## config.mk

```make
export PLATFORM = sky130hd
export DESIGN_NAME = pipe_hazard_ctrl
export DESIGN_NICKNAME = d
export VERILOG_FILES = /design/src/rtl/pipe_hazard_ctrl.sv
export SDC_FILE = /design/constraint.sdc
export NUM_CORES = 1
export LEC_CHECK = 0
export BUFFER_PORTS_ARGS = -buffer_cell sky130_fd_sc_hd__buf_4
export CORE_ASPECT_RATIO = 0.5
export CORE_UTILIZATION = 35
export DETAILED_ROUTE_END_ITERATION = 16
export PLACE_DENSITY = 0.64
export SETUP_SLACK_MARGIN = 0.05
export SLEW_MARGIN = 5
export SYNTH_ARGS = -nofsm -noshare
export SYNTH_HDL_FRONTEND = slang
export SYNTH_SLANG_ARGS = --single-unit
```

## constraint.sdc

```tcl
create_clock -name clk -period 2.5 [get_ports clk]
set_input_delay 0.125 -clock clk [delete_from_list [all_inputs] [get_ports clk]]
set_output_delay 0.125 -clock clk [all_outputs]
set_load 0.01 [all_outputs]
```

## src/rtl/pipe_hazard_ctrl.sv

```systemverilog
// pipe_hazard_ctrl: central hazard/sequencing controller for the 5-stage pipeline.
// Resolves data-memory wait states, branch-mispredict flushes and load-use
// stalls with fixed priority, and drives the enable/flush pins of every
// pipeline register.
//
// Ports:
//   clk, rst                    clock, synchronous active-high reset
//   id_rs1_addr, id_rs2_addr    source registers of the instruction in ID
//   id_uses_rs1, id_uses_rs2    ID instruction actually reads rs1 / rs2
//   ex_memread, ex_rd           load flag and destination of the instruction in EX
//   ex_mispredict               branch resolved in EX disagrees with prediction
//   mem_req, mem_ready          MEM-stage access pending / completing this cycle
//   pc_en .. mem_wb_en          pipeline register enables (combinational)
//   if_id_flush .. ex_mem_flush pipeline register flushes (combinational)
//   stall_cycles, flush_count   performance counters (wrap mod 2^32)
//   mem_timeout                 sticky flag: a memory access waited too long
//   state                       debug view: 0=RUN, 1=LU_STALL, 2=MEM_WAIT
module pipe_hazard_ctrl #(
    parameter int unsigned LOAD_STALL  = 1,
    parameter int unsigned MEM_TIMEOUT = 255
) (
    input  logic        clk,
    input  logic        rst,
    input  logic [4:0]  id_rs1_addr,
    input  logic [4:0]  id_rs2_addr,
    input  logic        id_uses_rs1,
    input  logic        id_uses_rs2,
    input  logic        ex_memread,
    input  logic [4:0]  ex_rd,
    input  logic        ex_mispredict,
    input  logic        mem_req,
    input  logic        mem_ready,
    output logic        pc_en,
    output logic        if_id_en,
    output logic        id_ex_en,
    output logic        ex_mem_en,
    output logic        mem_wb_en,
    output logic        if_id_flush,
    output logic        id_ex_flush,
    output logic        ex_mem_flush,
    output logic [31:0] stall_cycles,
    output logic [31:0] flush_count,
    output logic        mem_timeout,
    output logic [1:0]  state
);

    localparam int unsigned CNT_W  = 32;
    localparam int unsigned WAIT_W = 16;
    localparam int unsigned LU_W   = 4;

    localparam logic [WAIT_W-1:0] WAIT_MAX  = {WAIT_W{1'b1}};
    localparam logic [WAIT_W-1:0] TIMEOUT_V = WAIT_W'(MEM_TIMEOUT);
    localparam logic [LU_W-1:0]   LU_INIT   = LU_W'(LOAD_STALL - 1);

    typedef enum logic [1:0] {
        ST_RUN      = 2'd0,
        ST_LU_STALL = 2'd1,
        ST_MEM_WAIT = 2'd2
    } state_t;

    typedef enum logic [1:0] {
        ACT_NORMAL,
        ACT_FLUSH,
        ACT_BUBBLE,
        ACT_FREEZE
    } act_t;

    state_t              cur_state, nxt_state;
    act_t                act;
    logic [LU_W-1:0]     lu_cnt, lu_cnt_nxt;
    logic [WAIT_W-1:0]   wait_cnt, wait_cnt_nxt;
    logic                timeout_set;
    logic                mem_stall;
    logic                load_use;

    assign state = cur_state;

    // Hazard detection and fixed-priority action select.
    // In MEM_WAIT a dropped mem_req counts as release, which mem_stall covers.
    always_comb begin
        mem_stall = mem_req & ~mem_ready;
        load_use  = ex_memread & (ex_rd != 5'd0) &
                    ((id_uses_rs1 & (id_rs1_addr == ex_rd)) |
                     (id_uses_rs2 & (id_rs2_addr == ex_rd)));
        act = ACT_NORMAL;
        if (mem_stall) begin
            act = ACT_FREEZE;
        end else if (ex_mispredict) begin
            act = ACT_FLUSH;
        end else if (load_use || (cur_state == ST_LU_STALL)) begin
            act = ACT_BUBBLE;
        end
    end

    // Next-state, bubble counter and wait counter.
    always_comb begin
        nxt_state    = cur_state;
        lu_cnt_nxt   = lu_cnt;
        wait_cnt_nxt = wait_cnt;
        timeout_set  = 1'b0;
        case (cur_state)
            ST_LU_STALL: begin
                case (act)
                    ACT_FREEZE: ;
                    ACT_FLUSH: begin
                        nxt_state  = ST_RUN;
                        lu_cnt_nxt = '0;
                    end
                    default: begin
                        lu_cnt_nxt = lu_cnt - LU_W'(1);
                        if (lu_cnt == LU_W'(1)) begin
                            nxt_state = ST_RUN;
                        end
                    end
                endcase
            end
            default: begin
                // RUN, and MEM_WAIT once released, share the same rules.
                wait_cnt_nxt = '0;
                nxt_state    = ST_RUN;
                case (act)
                    ACT_FREEZE: begin
                        nxt_state = ST_MEM_WAIT;
                        if (cur_state != ST_MEM_WAIT) begin
                            wait_cnt_nxt = WAIT_W'(1);
                        end else if (wait_cnt == WAIT_MAX) begin
                            wait_cnt_nxt = wait_cnt;
                        end else begin
                            wait_cnt_nxt = wait_cnt + WAIT_W'(1);
                        end
                        timeout_set = (wait_cnt_nxt >= TIMEOUT_V);
                    end
                    ACT_BUBBLE: begin
                        if (LOAD_STALL > 1) begin
                            nxt_state  = ST_LU_STALL;
                            lu_cnt_nxt = LU_INIT;
                        end
                    end
                    default: ;
                endcase
            end
        endcase
    end

    // Mealy output decode; reset forces all registers held and flushed.
    always_comb begin
        pc_en        = 1'b1;
        if_id_en     = 1'b1;
        id_ex_en     = 1'b1;
        ex_mem_en    = 1'b1;
        mem_wb_en    = 1'b1;
        if_id_flush  = 1'b0;
        id_ex_flush  = 1'b0;
        ex_mem_flush = 1'b0;
        if (rst) begin
            pc_en        = 1'b0;
            if_id_en     = 1'b0;
            id_ex_en     = 1'b0;
            ex_mem_en    = 1'b0;
            mem_wb_en    = 1'b0;
            if_id_flush  = 1'b1;
            id_ex_flush  = 1'b1;
            ex_mem_flush = 1'b1;
        end else begin
            case (act)
                ACT_FREEZE: begin
                    pc_en     = 1'b0;
                    if_id_en  = 1'b0;
                    id_ex_en  = 1'b0;
                    ex_mem_en = 1'b0;
                    mem_wb_en = 1'b0;
                end
                ACT_FLUSH: begin
                    if_id_flush = 1'b1;
                    id_ex_flush = 1'b1;
                end
                ACT_BUBBLE: begin
                    pc_en       = 1'b0;
                    if_id_en    = 1'b0;
                    id_ex_flush = 1'b1;
                end
                default: ;
            endcase
        end
    end

    // State, counters and sticky timeout flag.
    always_ff @(posedge clk) begin
        if (rst) begin
            cur_state    <= ST_RUN;
            lu_cnt       <= '0;
            wait_cnt     <= '0;
            stall_cycles <= '0;
            flush_count  <= '0;
            mem_timeout  <= 1'b0;
        end else begin
            cur_state <= nxt_state;
            lu_cnt    <= lu_cnt_nxt;
            wait_cnt  <= wait_cnt_nxt;
            if (!pc_en) begin
                stall_cycles <= stall_cycles + CNT_W'(1);
            end
            if (act == ACT_FLUSH) begin
                flush_count <= flush_count + CNT_W'(1);
            end
            if (timeout_set) begin
                mem_timeout <= 1'b1;
            end
        end
    end

endmodule
```

==> After elaboration in Yosys (flattened, before gate mapping) <==
Cells that the tools add are included.
{ "word_totals": {"input_bits": 23, "reg_bits": 87, "out_inout_bits": 75, "word_cells": 60} }
{ "classes": {"bitwise_logic": 8, "add_sub_neg": 4, "n_eq_ne": 11, "reduce_logical": 6, "muxes": 24, "magnitude_cmp": 1} }
{ "op_table": {"columns": ["operator", "count"], "rows": [
  ["$mux 16", 5],
  ["$add 32x1->32 const B", 2],
  ["$add 16x1->16 const B", 1],
  ["$eq 16x16->1 const B", 1],
  ["$ge 16x8->1 const B", 1],
  ["$mux 2", 6],
  ["$mux 1", 11],
  ["$eq 5x5->1", 2],
  ["$pmux 4 s2", 1],
  ["$and 1x1->1", 5],
  ["$reduce_bool 5->1", 1],
  ["$eq 2x1->1 const B", 2],
  ["$eq 2x2->1 const B", 2],
  ["$eq 4x1->1 const B", 1],
  ["$ne 2x2->1 const B", 2],
  ["$pmux 2 s2", 1],
  ["$reduce_and 2->1", 2],
  ["$reduce_or 2->1", 2],
  ["$sub 4x1->4 const B", 1],
  ["$ne 3x1->1 const B", 1],
  ["$not 1->1", 2],
  ["$logic_or 1x1->1", 1],
  ["$or 1x1->1", 1]
]} }

==> Logic depth before layout (Yosys ltp) <==
{ "depth": {"word_depth": 14, "depth_mapped": 9, "ltp_nobuf": 7} }

==> Least setup slack after synthesis <==
No wires, ideal clock.
{ "synth_path": {"path_type": "reg-to-reg", "start": "register stall_cycles[9]", "end": "register stall_cycles[31]", "required_ns": 2.430, "slack_ns": 0.321, "synth_period_minus_slack_ns": 2.179, "setup_time_ns": 0.070, "path_buffers": 0, "stages_incl_launch_ff": 7, "t_arrival_ns": 2.108, "path_cell_list": "dfxtp_1 nand4_4 nor4_4 nand3_2 or4_1 or3_1 a21oi_1"} }
{ "synth_between": {"elab_chain_cells": 1} }
{ "synth_rtl": {"columns": ["item", "line_no", "source"], "rows": [
  ["start: declaration", "41", "output logic [31:0] stall_cycles,"],
  ["start signal: assignment", "201", "stall_cycles <= stall_cycles + CNT_W'(1);"],
  ["$add 32x1->32", "201", null]
]} }
Every way passes these cells.
A chain may end at the register's enable or synchronous reset.

==> Final worst setup path <==
Ends and elaborated chain as after synthesis.

==> qor.yml <==
outcome:
  outcome: "finished clean"
die:
  io_pins: 98
  fp.dieH_um: 78.75
  initial_utilization: 0.3676
  die-area_um2: 12240
  core_region_area_um2: 11220
  die_w_um: 155.5
  core.rowCount: 27
timing:
  finalHoldViolCount: 0
  setup-tns-final_ns: 0
  relSlewSlack: 0.5558
  clock_skew_ns: 0.007116
  fmax_mhz: 442.6
  tightest_slew_ns: 0.6663
  final_max_slew_viol_count: 0
  rsz0062_at_grt: "false"
  period_share: 0.9037
  fin_crit_ns: 2.259
  setup_viol: 0
power_and_ir_drop:
  power_leakage_uw: 0.001956
  p_per_area_nw_per_um2: 547.6
  ir_drop_mv: 0.2691
synthesis:
  post_synth_fa_ha_maj_area_fraction: 0.009105
  synthCells: 495
  ys.flop_type: "dfxtp_1"
  async_reset_ff_frac: 0
  yosys-top-cells-area: "dfxtp_1, xor2_1, a21oi_1"
  synth_top_family_by_area: "simple AND/OR/NAND/NOR gates"
  synth_mux_area_frac: 0.01730
  synthDistinctLibCells: 52
  synth-edff-count: 0
  synth.yosys.seq_area_share: 0.3982
  yosysTopAreaCell: "dfxtp_1"
  ys_warn_count: 0
  synth_area_um2: 4123
  yosysTopAreaCellShare: 0.3982
  synth_area_per_cell_um2: 8.329
  ys_seq_elements: 82
  synth-compound-area-share: 0.1317
  synth.net_count: 521
  synthSimpleGateAreaFrac: 0.3102
  yosys.area_share.xor_xnor: 0.09560
worst_setup_path:
  worstSetupPathType: "flop to flop"
  critPathLaunchType: "flop"
  path_cells: "nand4_4 -> nor4_4 -> nand3_2 -> or4_1 -> or3_1 -> a21oi_1"
  slowest_delay_ns: 0.53
  cp_slowest_cell: "or4_1"
  cp_max_fo: 7
  worst_setup_path_end_kind: "flop"
  crit_required_ns: 2.76
  worstPathArrival_ns: 2.52
finish:
  antenna_cells: 0
  num-fill-cells: 1111
  layoutNonFillerInstCount: 752
  area_growth_pct: 29.71
  utilization: 0.4768
  fin_nets: 615
  layout_common_cells: "buf_4, dfxtp_1, nor2_1, a21oi_1, nand2_1"
  final_common_cell: "buf_4"
  multi_input_area_um2: 2330
  design_area_um2: 5348
  final-seq-area_um2: 1642
  post_route_cells_drive_above_1_share: 0.2209
route:
  drt_iter0_markers: 190
  totalWireLength_um: 10100
  route.detailed.drc: 0
  vias: 3858
  viasPerCell: 5.130
  first_pass_iters: 4
  routedWlPerCell_um: 13.43
  antenna_left: 0
clock_tree:
  htreeDepth: 3
  clock-root-buffer: "clkbuf_16"
  cts_buffer_depth: 2
  cts_tree: "done"
  cts_hold_buffers: 0
  cts_buffers: 9
  post-cts-setup-buffers: 0
  insertion_delay_ns: 0.34
  post_cts_resized: 0
  clkTransAtPathRegs_ns: 0.06
  clock_sinks: 82
place:
  placed_area_um2: 5027
  place_inst: 737
  dp_hpwl_um: 7244
  place_congestion: 0.8037
  port_buffers: 96
global_route:
  grt_pass1_wl_um: 16590
  grt_pass1_vias: 3418
  grt_max_degree: 63
  grtUsageTotal: 0.1684
  antenna_found_initial: 0
  use_met1: 0.2137
  busiest_layer: "met2"
  grt_overflow_total: 0
  grt_util_met2: 0.2780
  grt_use_met3: 0.04694
job:
  max-cap-violations: 0
min_path:
  hold_class: "input pin to flop"
cell usage after synthesis, types with 3 or more instances:
| library cell | count |
|---|---|
| dfxtp_1 | 82 |
| nor2_1 | 48 |
| a21oi_1 | 40 |
| nand2_1 | 37 |
| xor2_1 | 30 |
| o21ai_0 | 26 |
| nand3_1 | 24 |
| nand4_1 | 23 |
| or3_1 | 22 |
| clkbuf_1 | 16 |
| xnor2_1 | 15 |
| and3_1 | 12 |
| o31ai_1 | 12 |
| or4_1 | 12 |
| nor4_1 | 11 |
| nor3_1 | 9 |
| and4_1 | 7 |
| inv_1 | 7 |
| mux2i_1 | 6 |
| buf_4 | 5 |
| nand2b_1 | 5 |
| or4b_1 | 4 |
| and2_1 | 3 |
| ha_1 | 3 |
| nor2b_1 | 3 |
flip-flops by register name, summed over array words and instances (netlist names):
name and count:
flush_count 32, stall_cycles 32, mem_timeout 1, wait_cnt 16, state 1
per-stage QoR:
stage,worst slack (ns),hold WS (ns),total power [µW]
final,0.2408,0.03816,2928
after global routing,0.1060,0.04612,3033
after CTS,0.2326,0.03006,2965
after detailed placement,0.2043,0.3800,1524
after global placement,0.2353,0.3748,1521
after floorplan,0.3215,0.2284,1446
cells by family (layout without fill, tap and decap cells):
kind of cell               Yosys count  in the layout
AOI/OAI and AO/OA                   94             94
xor gates and xnor gates            45             45
adders and majority gates            3              3
buffers and inverters               33            131
DFF                                 82             82
muxes                                7              7
other                                1              1
and+or+nand+nor                    230            230
layer usage:
| layer | share of wire | wire length [µm] |
|---|---|---|
| met5 | 0 | 0 |
| met2 | 0.47 | 4730 |
| met3 | 0.041 | 411 |
| met4 | 0.013 | 133 |
| met1 | 0.48 | 4825 |
final timing paths:
check                                     start                to  slack (ns)  cells past startpoint
worst max-delay path            stall_cycles[9]  stall_cycles[31]        0.24                      6
worst min-delay path                        rst    flush_count[2]        0.04                      2
worst max register to register  stall_cycles[9]  stall_cycles[31]        0.24                      6
worst min register to register   flush_count[1]    flush_count[1]        0.49                      2
where the power goes:
part	internal [µW]	total [µW]	switching, µW
Combinational	74.2	162	88.3
Sequential	1320	1330	14.7
Clock	925	1430	509
Total	2320	2930	612
area by class of cell:
type | instances | share of cell area
clock buffer | 13 | 0.04867
timing repair buffer | 109 | 0.1554
inverter | 7 | 0.004913
tap | 159 | 0.03720
clock inverter | 2 | 0.01123
multi-input combinational | 380 | 0.4357
sequential | 82 | 0.3070
worst max-delay path, delay by kind of cell, from the launching register on:
family	cells	cell delay (ns)
AOI/OAI and AO/OA	1	0.13
and+or+nand+nor	5	1.57
DFF	1	0.48
Note: power is estimated with default switching activity, not from simulation.
